### src/rtl/braille_converter.sv
// braille_converter
//   Collects an ASCII message over a valid/ready handshake, translates each
//   byte into a 6-dot braille cell (capital / number indicators inserted), then
//   bursts the buffered message to the braille reader:
//   one announce cycle (cell 0, size), then cells 0..count-1 back-to-back.
//
// Ports
//   clk, reset (async, active-low)
//   ascii_in[7:0], ascii_valid, ascii_ready : character handshake
//   msg_end                                 : one-cycle message terminator
//   braille_out[7:0], braille_size[7:0],
//   braille_valid                           : burst to the reader
//   busy                                    : high outside COLLECT
//   unsupported                             : sticky unmapped-character flag
//
// Optional build macro
//   NEWLINE_TERM_EN : accepted LF/CR acts as msg_end instead of being stored.
//
// state    | meaning
// COLLECT  | accept characters, wait for end of message
// SECOND   | write the held second cell of a two-cell character
// ANNOUNCE | first valid cycle: size + cell 0, sink leaves IDLE
// STREAM   | cells 0..count-1, one per cycle
// CLEAR    | outputs low, count / number mode / unsupported cleared
module braille_converter #(
  parameter int MAX_CELLS = 255
) (
  input  logic       clk,
  input  logic       reset,
  input  logic [7:0] ascii_in,
  input  logic       ascii_valid,
  output logic       ascii_ready,
  input  logic       msg_end,
  output logic [7:0] braille_out,
  output logic [7:0] braille_size,
  output logic       braille_valid,
  output logic       busy,
  output logic       unsupported
);

  localparam int AW = (MAX_CELLS > 1) ? $clog2(MAX_CELLS) : 1;
  localparam logic [7:0] LIM_READY = 8'(MAX_CELLS - 2);
  localparam logic [7:0] LIM_FULL  = 8'(MAX_CELLS - 1);

  typedef enum logic [2:0] {COLLECT, SECOND, ANNOUNCE, STREAM, CLEAR} state_t;

  state_t      state, state_n;
  logic [7:0]  count, count_n, k, k_n, cnt_after;
  logic        num_mode, num_n, unsup_n, pend, pend_n;
  logic [5:0]  held, held_n;
  logic [5:0]  cells [MAX_CELLS];
  logic        wr_en;
  logic [5:0]  wr_data;

  logic [5:0]  c_first, c_second, digit_cell;
  logic        c_two, c_unsup, c_digit, nl_hit, accept, end_req;
  logic [4:0]  letter_idx, digit_idx;

  function automatic logic [5:0] letter_cell(input logic [4:0] idx);
    case (idx)
      5'd0:  return 6'h01;  5'd1:  return 6'h03;  5'd2:  return 6'h09;
      5'd3:  return 6'h19;  5'd4:  return 6'h11;  5'd5:  return 6'h0B;
      5'd6:  return 6'h1B;  5'd7:  return 6'h13;  5'd8:  return 6'h0A;
      5'd9:  return 6'h1A;  5'd10: return 6'h05;  5'd11: return 6'h07;
      5'd12: return 6'h0D;  5'd13: return 6'h1D;  5'd14: return 6'h15;
      5'd15: return 6'h0F;  5'd16: return 6'h1F;  5'd17: return 6'h17;
      5'd18: return 6'h0E;  5'd19: return 6'h1E;  5'd20: return 6'h25;
      5'd21: return 6'h27;  5'd22: return 6'h3A;  5'd23: return 6'h2D;
      5'd24: return 6'h3D;  5'd25: return 6'h35;
      default: return 6'h3F;
    endcase
  endfunction

  // Character classification; letters of both cases share the low 5 bits.
  always_comb begin
    letter_idx = ascii_in[4:0] - 5'd1;
    digit_idx  = (ascii_in[3:0] == 4'd0) ? 5'd9 : {1'b0, ascii_in[3:0] - 4'd1};
    digit_cell = letter_cell(digit_idx);
    c_first    = 6'h3F;
    c_second   = 6'h00;
    c_two      = 1'b0;
    c_unsup    = 1'b0;
    c_digit    = 1'b0;
    nl_hit     = 1'b0;
    if (ascii_in >= 8'h61 && ascii_in <= 8'h7A) begin
      c_first = letter_cell(letter_idx);
    end else if (ascii_in >= 8'h41 && ascii_in <= 8'h5A) begin
      c_first  = 6'h20;
      c_second = letter_cell(letter_idx);
      c_two    = 1'b1;
    end else if (ascii_in >= 8'h30 && ascii_in <= 8'h39) begin
      c_digit = 1'b1;
      if (!num_mode) begin
        c_first  = 6'h3C;
        c_second = digit_cell;
        c_two    = 1'b1;
      end else begin
        c_first = digit_cell;
      end
    end else begin
      case (ascii_in)
        8'h20:   c_first = 6'h00;
        8'h2C:   c_first = 6'h02;
        8'h2E:   c_first = 6'h32;
        8'h3F:   c_first = 6'h26;
        8'h21:   c_first = 6'h16;
        8'h27:   c_first = 6'h04;
        8'h2D:   c_first = 6'h24;
        default: c_unsup = 1'b1;
      endcase
    end
`ifdef NEWLINE_TERM_EN
    nl_hit = (ascii_in == 8'h0A) || (ascii_in == 8'h0D);
`else
    nl_hit = 1'b0;
`endif
  end

  always_ff @(posedge clk or negedge reset) begin
    if (!reset) begin
      state       <= COLLECT;
      count       <= 8'd0;
      k           <= 8'd0;
      num_mode    <= 1'b0;
      unsupported <= 1'b0;
      pend        <= 1'b0;
      held        <= 6'h00;
    end else begin
      state       <= state_n;
      count       <= count_n;
      k           <= k_n;
      num_mode    <= num_n;
      unsupported <= unsup_n;
      pend        <= pend_n;
      held        <= held_n;
    end
  end

  // Buffer contents need no reset: count gates what is ever read.
  always_ff @(posedge clk) begin
    if (wr_en) cells[count[AW-1:0]] <= wr_data;
  end

  always_comb begin
    state_n       = state;
    count_n       = count;
    k_n           = k;
    num_n         = num_mode;
    unsup_n       = unsupported;
    pend_n        = pend;
    held_n        = held;
    wr_en         = 1'b0;
    wr_data       = 6'h00;
    ascii_ready   = 1'b0;
    busy          = 1'b1;
    braille_valid = 1'b0;
    braille_size  = 8'd0;
    braille_out   = 8'd0;
    accept        = 1'b0;
    end_req       = 1'b0;
    cnt_after     = count;
    case (state)
      COLLECT: begin
        busy        = 1'b0;
        ascii_ready = (count <= LIM_READY);
        accept      = ascii_valid && ascii_ready;
        end_req     = msg_end;
        if (accept && nl_hit) begin
          end_req = 1'b1;
        end else if (accept) begin
          wr_en     = 1'b1;
          wr_data   = c_first;
          cnt_after = count + 8'd1;
          num_n     = c_digit;
          if (c_unsup) unsup_n = 1'b1;
        end
        count_n = cnt_after;
        if (accept && !nl_hit && c_two) begin
          // End arriving with a two-cell character is taken from SECOND.
          held_n  = c_second;
          pend_n  = msg_end;
          state_n = SECOND;
        end else if ((end_req && cnt_after != 8'd0) || cnt_after >= LIM_FULL) begin
          state_n = ANNOUNCE;
        end
      end
      SECOND: begin
        wr_en   = 1'b1;
        wr_data = held;
        count_n = count + 8'd1;
        pend_n  = 1'b0;
        state_n = (pend || count_n >= LIM_FULL) ? ANNOUNCE : COLLECT;
      end
      ANNOUNCE: begin
        braille_valid = 1'b1;
        braille_size  = count;
        braille_out   = {2'b00, cells[0]};
        k_n           = 8'd0;
        state_n       = STREAM;
      end
      STREAM: begin
        braille_valid = 1'b1;
        braille_size  = count;
        braille_out   = {2'b00, cells[k[AW-1:0]]};
        if (k == count - 8'd1) state_n = CLEAR;
        else                   k_n     = k + 8'd1;
      end
      CLEAR: begin
        count_n = 8'd0;
        num_n   = 1'b0;
        unsup_n = 1'b0;
        state_n = COLLECT;
      end
      default: state_n = COLLECT;
    endcase
  end

endmodule

### config.mk
export PLATFORM = sky130hd
export DESIGN_NAME = braille_converter
export DESIGN_NICKNAME = d
export VERILOG_FILES = /design/src/rtl/braille_converter.sv
export SDC_FILE = /design/constraint.sdc
export NUM_CORES = 2
export LEC_CHECK = 0
export CAP_MARGIN = 15
export CORE_MARGIN = 1
export CORE_UTILIZATION = 40
export DETAILED_ROUTE_END_ITERATION = 10
export PLACE_DENSITY_LB_ADDON = 0.12
export SYNTH_ARGS = -nofsm -noshare
export SYNTH_HDL_FRONTEND = slang
export SYNTH_SLANG_ARGS = --single-unit
### constraint.sdc
create_clock -name clk -period 32.9 [get_ports clk]
set_input_delay 6.58 -clock clk [delete_from_list [all_inputs] [get_ports clk]]
set_output_delay 6.58 -clock clk [all_outputs]
set_load 0.01 [all_outputs]
==> impl_metrics.py <==
metrics = {
    "finish": {
        "antennaDiodeCount": 0,
        "fin_nets": 3399,
        "fill_cells": 13206,
        "final_common_cell": "edfxtp_1",
        "area_growth_pct": 11.9,
        "design_area_sq_um": 70700,
        "drive_above_1_share_pct": 19.5,
        "final_cell_mix": "edfxtp_1, mux4_2, nor2_1, mux2i_1, clkbuf_16",
    },
    "synth": {
        "synthArstFlopShare_pct": 1.80,
        "synth-seq-cells": 1558,
        "synth-edff-count": 1530,
        "synth_cells": 3325,
        "seq_area_frac_synth_pct": 73.9,
        "syn_area_sq_um": 63200,
        "synthDistinctLibCells": 80,
        "syn_area_per_cell_sq_um": 19.0,
        "ys_warn_count": 0,
        "synth_flop_cell": "edfxtp_1",
    },
    "routing": {
        "drtIter0Drc": 3459,
        "antenna_left": 0,
        "vias": 32525,
        "vias_per_cell": 5.85,
        "drc": 0,
        "dr.pass1.iters": 6,
        "wl_per_cell_um": 31.3,
        "wirelength_um": 174000,
    },
    "timing": {
        "max_slew_margin_pct": 3.51,
        "fmax_ghz": 0.0705,
        "post-route-period-util_pct": 43.1,
        "hold_slack_ps": 500,
        "period_minus_slack_ps": 14190,
        "worstMarginPinSlew_ps": 1450,
        "setup_tns_ps": 0,
        "skew_ps": 28.0,
        "final-hold-violation-count": 0,
        "slew_viol_final": 0,
        "rsz0062_at_grt": "no",
        "setup_viol_count_final": 0,
    },
    "floorplan": {
        "rows": 145,
        "coreArea_sq_um": 157000,
        "die_x_um": 399,
        "initial_core_util_pct": 40.3,
        "die-area_sq_um": 159000,
        "die_y_um": 399,
        "io_pins": 32,
    },
    "outcome": {
        "outcome": "completed",
    },
    "global_route": {
        "antenna_found_initial": 5,
        "top_usage_layer": "met2",
        "grt_overflow": 0,
        "grt_util_met3_pct": 3.79,
        "globalRouteTotalUtil_pct": 22.1,
        "grt_pass1_vias": 33452,
        "grt_max_degree": 232,
        "grt_pass1_wl_um": 250000,
        "gr-usage-met1_pct": 30.6,
        "gr-usage-met2_pct": 36.5,
    },
    "clock_tree": {
        "post-cts-setup-buffers": 0,
        "cts_tree": "done",
        "h-tree-depth": 4,
        "cts_buffers": 165,
        "clock_latency_ps": 790,
        "ctsResizeCount": 0,
        "clock-sinks": 1558,
        "postCtsHoldBufs": 0,
        "cts.clk_slew.worst_paths_ps": 60,
        "root_buffer": "clkbuf_16",
        "clk_path_buf_depth": 3,
    },
    "critical_path": {
        "worstSetupEndpoint": "braille_out[0]",
        "cpPeakStageDelay_ps": 960,
        "cp.depth": 10,
        "path_class": "flip-flop to primary output",
        "ff2ff_path_depth": 9,
        "critPathSlowestCell": "o311ai_1",
        "worstPathBufferInverterCount": 5,
        "rr_startpoint": "count[7]",
        "critPathMaxFanout": 48,
        "startpoint": "k[0]",
        "crit_family": "buffers and inverters",
        "crit_required_ps": 26320,
        "crit_top_cell": "buf_4",
        "start_kind": "flip-flop",
        "r2r-end": "cells[53][3]",
        "cp_cell_sequence": "buf_4, buf_4, buf_4, buf_4, mux4_2, mux2i_1, o221ai_1, nor3_1, o311ai_1, clkdlybuf4s50_1",
        "critPathArrivalTime_ps": 7610,
        "endpoint_kind": "primary output",
        "r2r_setup_slack_ps": 27080,
    },
    "run": {
        "cap_violations": 0,
    },
    "placement": {
        "placedInstanceArea_sq_um": 65400,
        "port_buffers": 29,
        "dpl.hpwl_um": 105000,
        "place_congestion": 0.837,
    },
    "min_path": {
        "hold_class": "flip-flop to flip-flop",
    },
    "power_and_ir_drop": {
        "power_density_nw_per_um2": 78.1,
        "total_leakage_power_nw": 22.0,
        "irDropWorstVdd_mv": 0.0707,
    },
}
state kept, by name (all words and copies together) (netlist names):
name / count
k: 8
num_mode: 1
pend: 1
unsupported: 1
count: 8
cells: 1530
held: 6
state: 3
power by group:
| part | internal (W) | leakage, nW | switching [W] | total [W] |
|---|---|---|---|---|
| registers | 0.00245 | 14.4 | 0.0000420 | 0.00250 |
| logic | 0.000412 | 5.04 | 0.000813 | 0.00122 |
| clock network | 0.00104 | 2.55 | 0.000761 | 0.00180 |
| total | 0.00390 | 22.0 | 0.00162 | 0.00552 |
area by class of cell:
type	count	area, sq um	area share [%]
sequential	1558	46700	66.0
timing repair buffer	103	923	1.31
tap	2058	2570	3.64
clock inverter	91	763	1.08
inverter	12	50.0	0.0708
clock buffer	205	4440	6.28
multi-input combinational	1533	15200	21.6
layer usage:
metal / wire length, um / vias up
met1: 73800 / 17553
li1: - / 13619
met4: 3280 / 0
met3: 10800 / 210
met2: 86400 / 1143
met5: 0 / -
worst min path at each step:
| stage | from | depth (start not counted) | to |
|---|---|---|---|
| finish | held[1] | 2 | held[1] |
| global route | held[1] | 2 | held[1] |
| CTS | held[1] | 2 | held[1] |
| detailed placement | held[1] | 2 | held[1] |
| global placement | held[1] | 2 | held[1] |
| floorplan | held[5] | 2 | held[5] |
Yosys cell counts (11+ instances only):
cell type / count / share of area, %
nand3_1: 44 / 0.35
a31oi_1: 13 / 0.13
nand2_1: 138 / 0.82
nor2b_1: 20 / 0.20
o22ai_1: 23 / 0.23
a22oi_1: 28 / 0.33
a221oi_1: 23 / 0.32
o21ai_1: 13 / 0.10
dfrtp_1: 28 / 1.1
nor3_1: 17 / 0.13
buf_6: 26 / 0.46
mux2i_1: 206 / 3.3
o221ai_1: 19 / 0.26
buf_4: 14 / 0.17
a21oi_1: 64 / 0.51
xor2_1: 14 / 0.19
buf_2: 57 / 0.45
o21ai_0: 60 / 0.48
clkbuf_1: 104 / 0.62
edfxtp_1: 1530 / 73
a211oi_1: 23 / 0.27
ha_1: 14 / 0.28
mux4_2: 340 / 12
nor2_1: 301 / 1.8
xnor2_1: 11 / 0.15
and2_1: 18 / 0.18
metrics by stage:
stage | std cells | util, % | power, W | setup WS, ps
2_1_floorplan | 3326 | - | 0.00345 | 12440
3_3_place_gp | 5262 | 41.8 | 0.00374 | 19420
3_5_place_dp | 5262 | 41.8 | 0.00378 | 19340
4_1_cts | 5558 | 45.1 | 0.00557 | 18450
5_1_grt | 5560 | 45.1 | 0.00571 | 18180
6_report | 5560 | 45.1 | 0.00552 | 18710
kinds of logic after synthesis:
group / synth area share [%]
DFF: 73.9
and+or+nand+nor: 4.08
muxes: 15.4
AOI/OAI and AO/OA: 3.81
buffers and inverters: 2.21
xor gates and xnor gates: 0.347
adders and majority gates: 0.277
other: 0.00594
worst reg2reg max path: stages (launching register included):
cell and delay, ps:
dfrtp_1 640, nand4_1 780, o41ai_4 210, nor2_2 350, nand3_1 260, nor2_1 260, o21ai_0 210, nand2_4 800
buf_4 960, buf_4 830
Power figures use the tool's default switching activity.
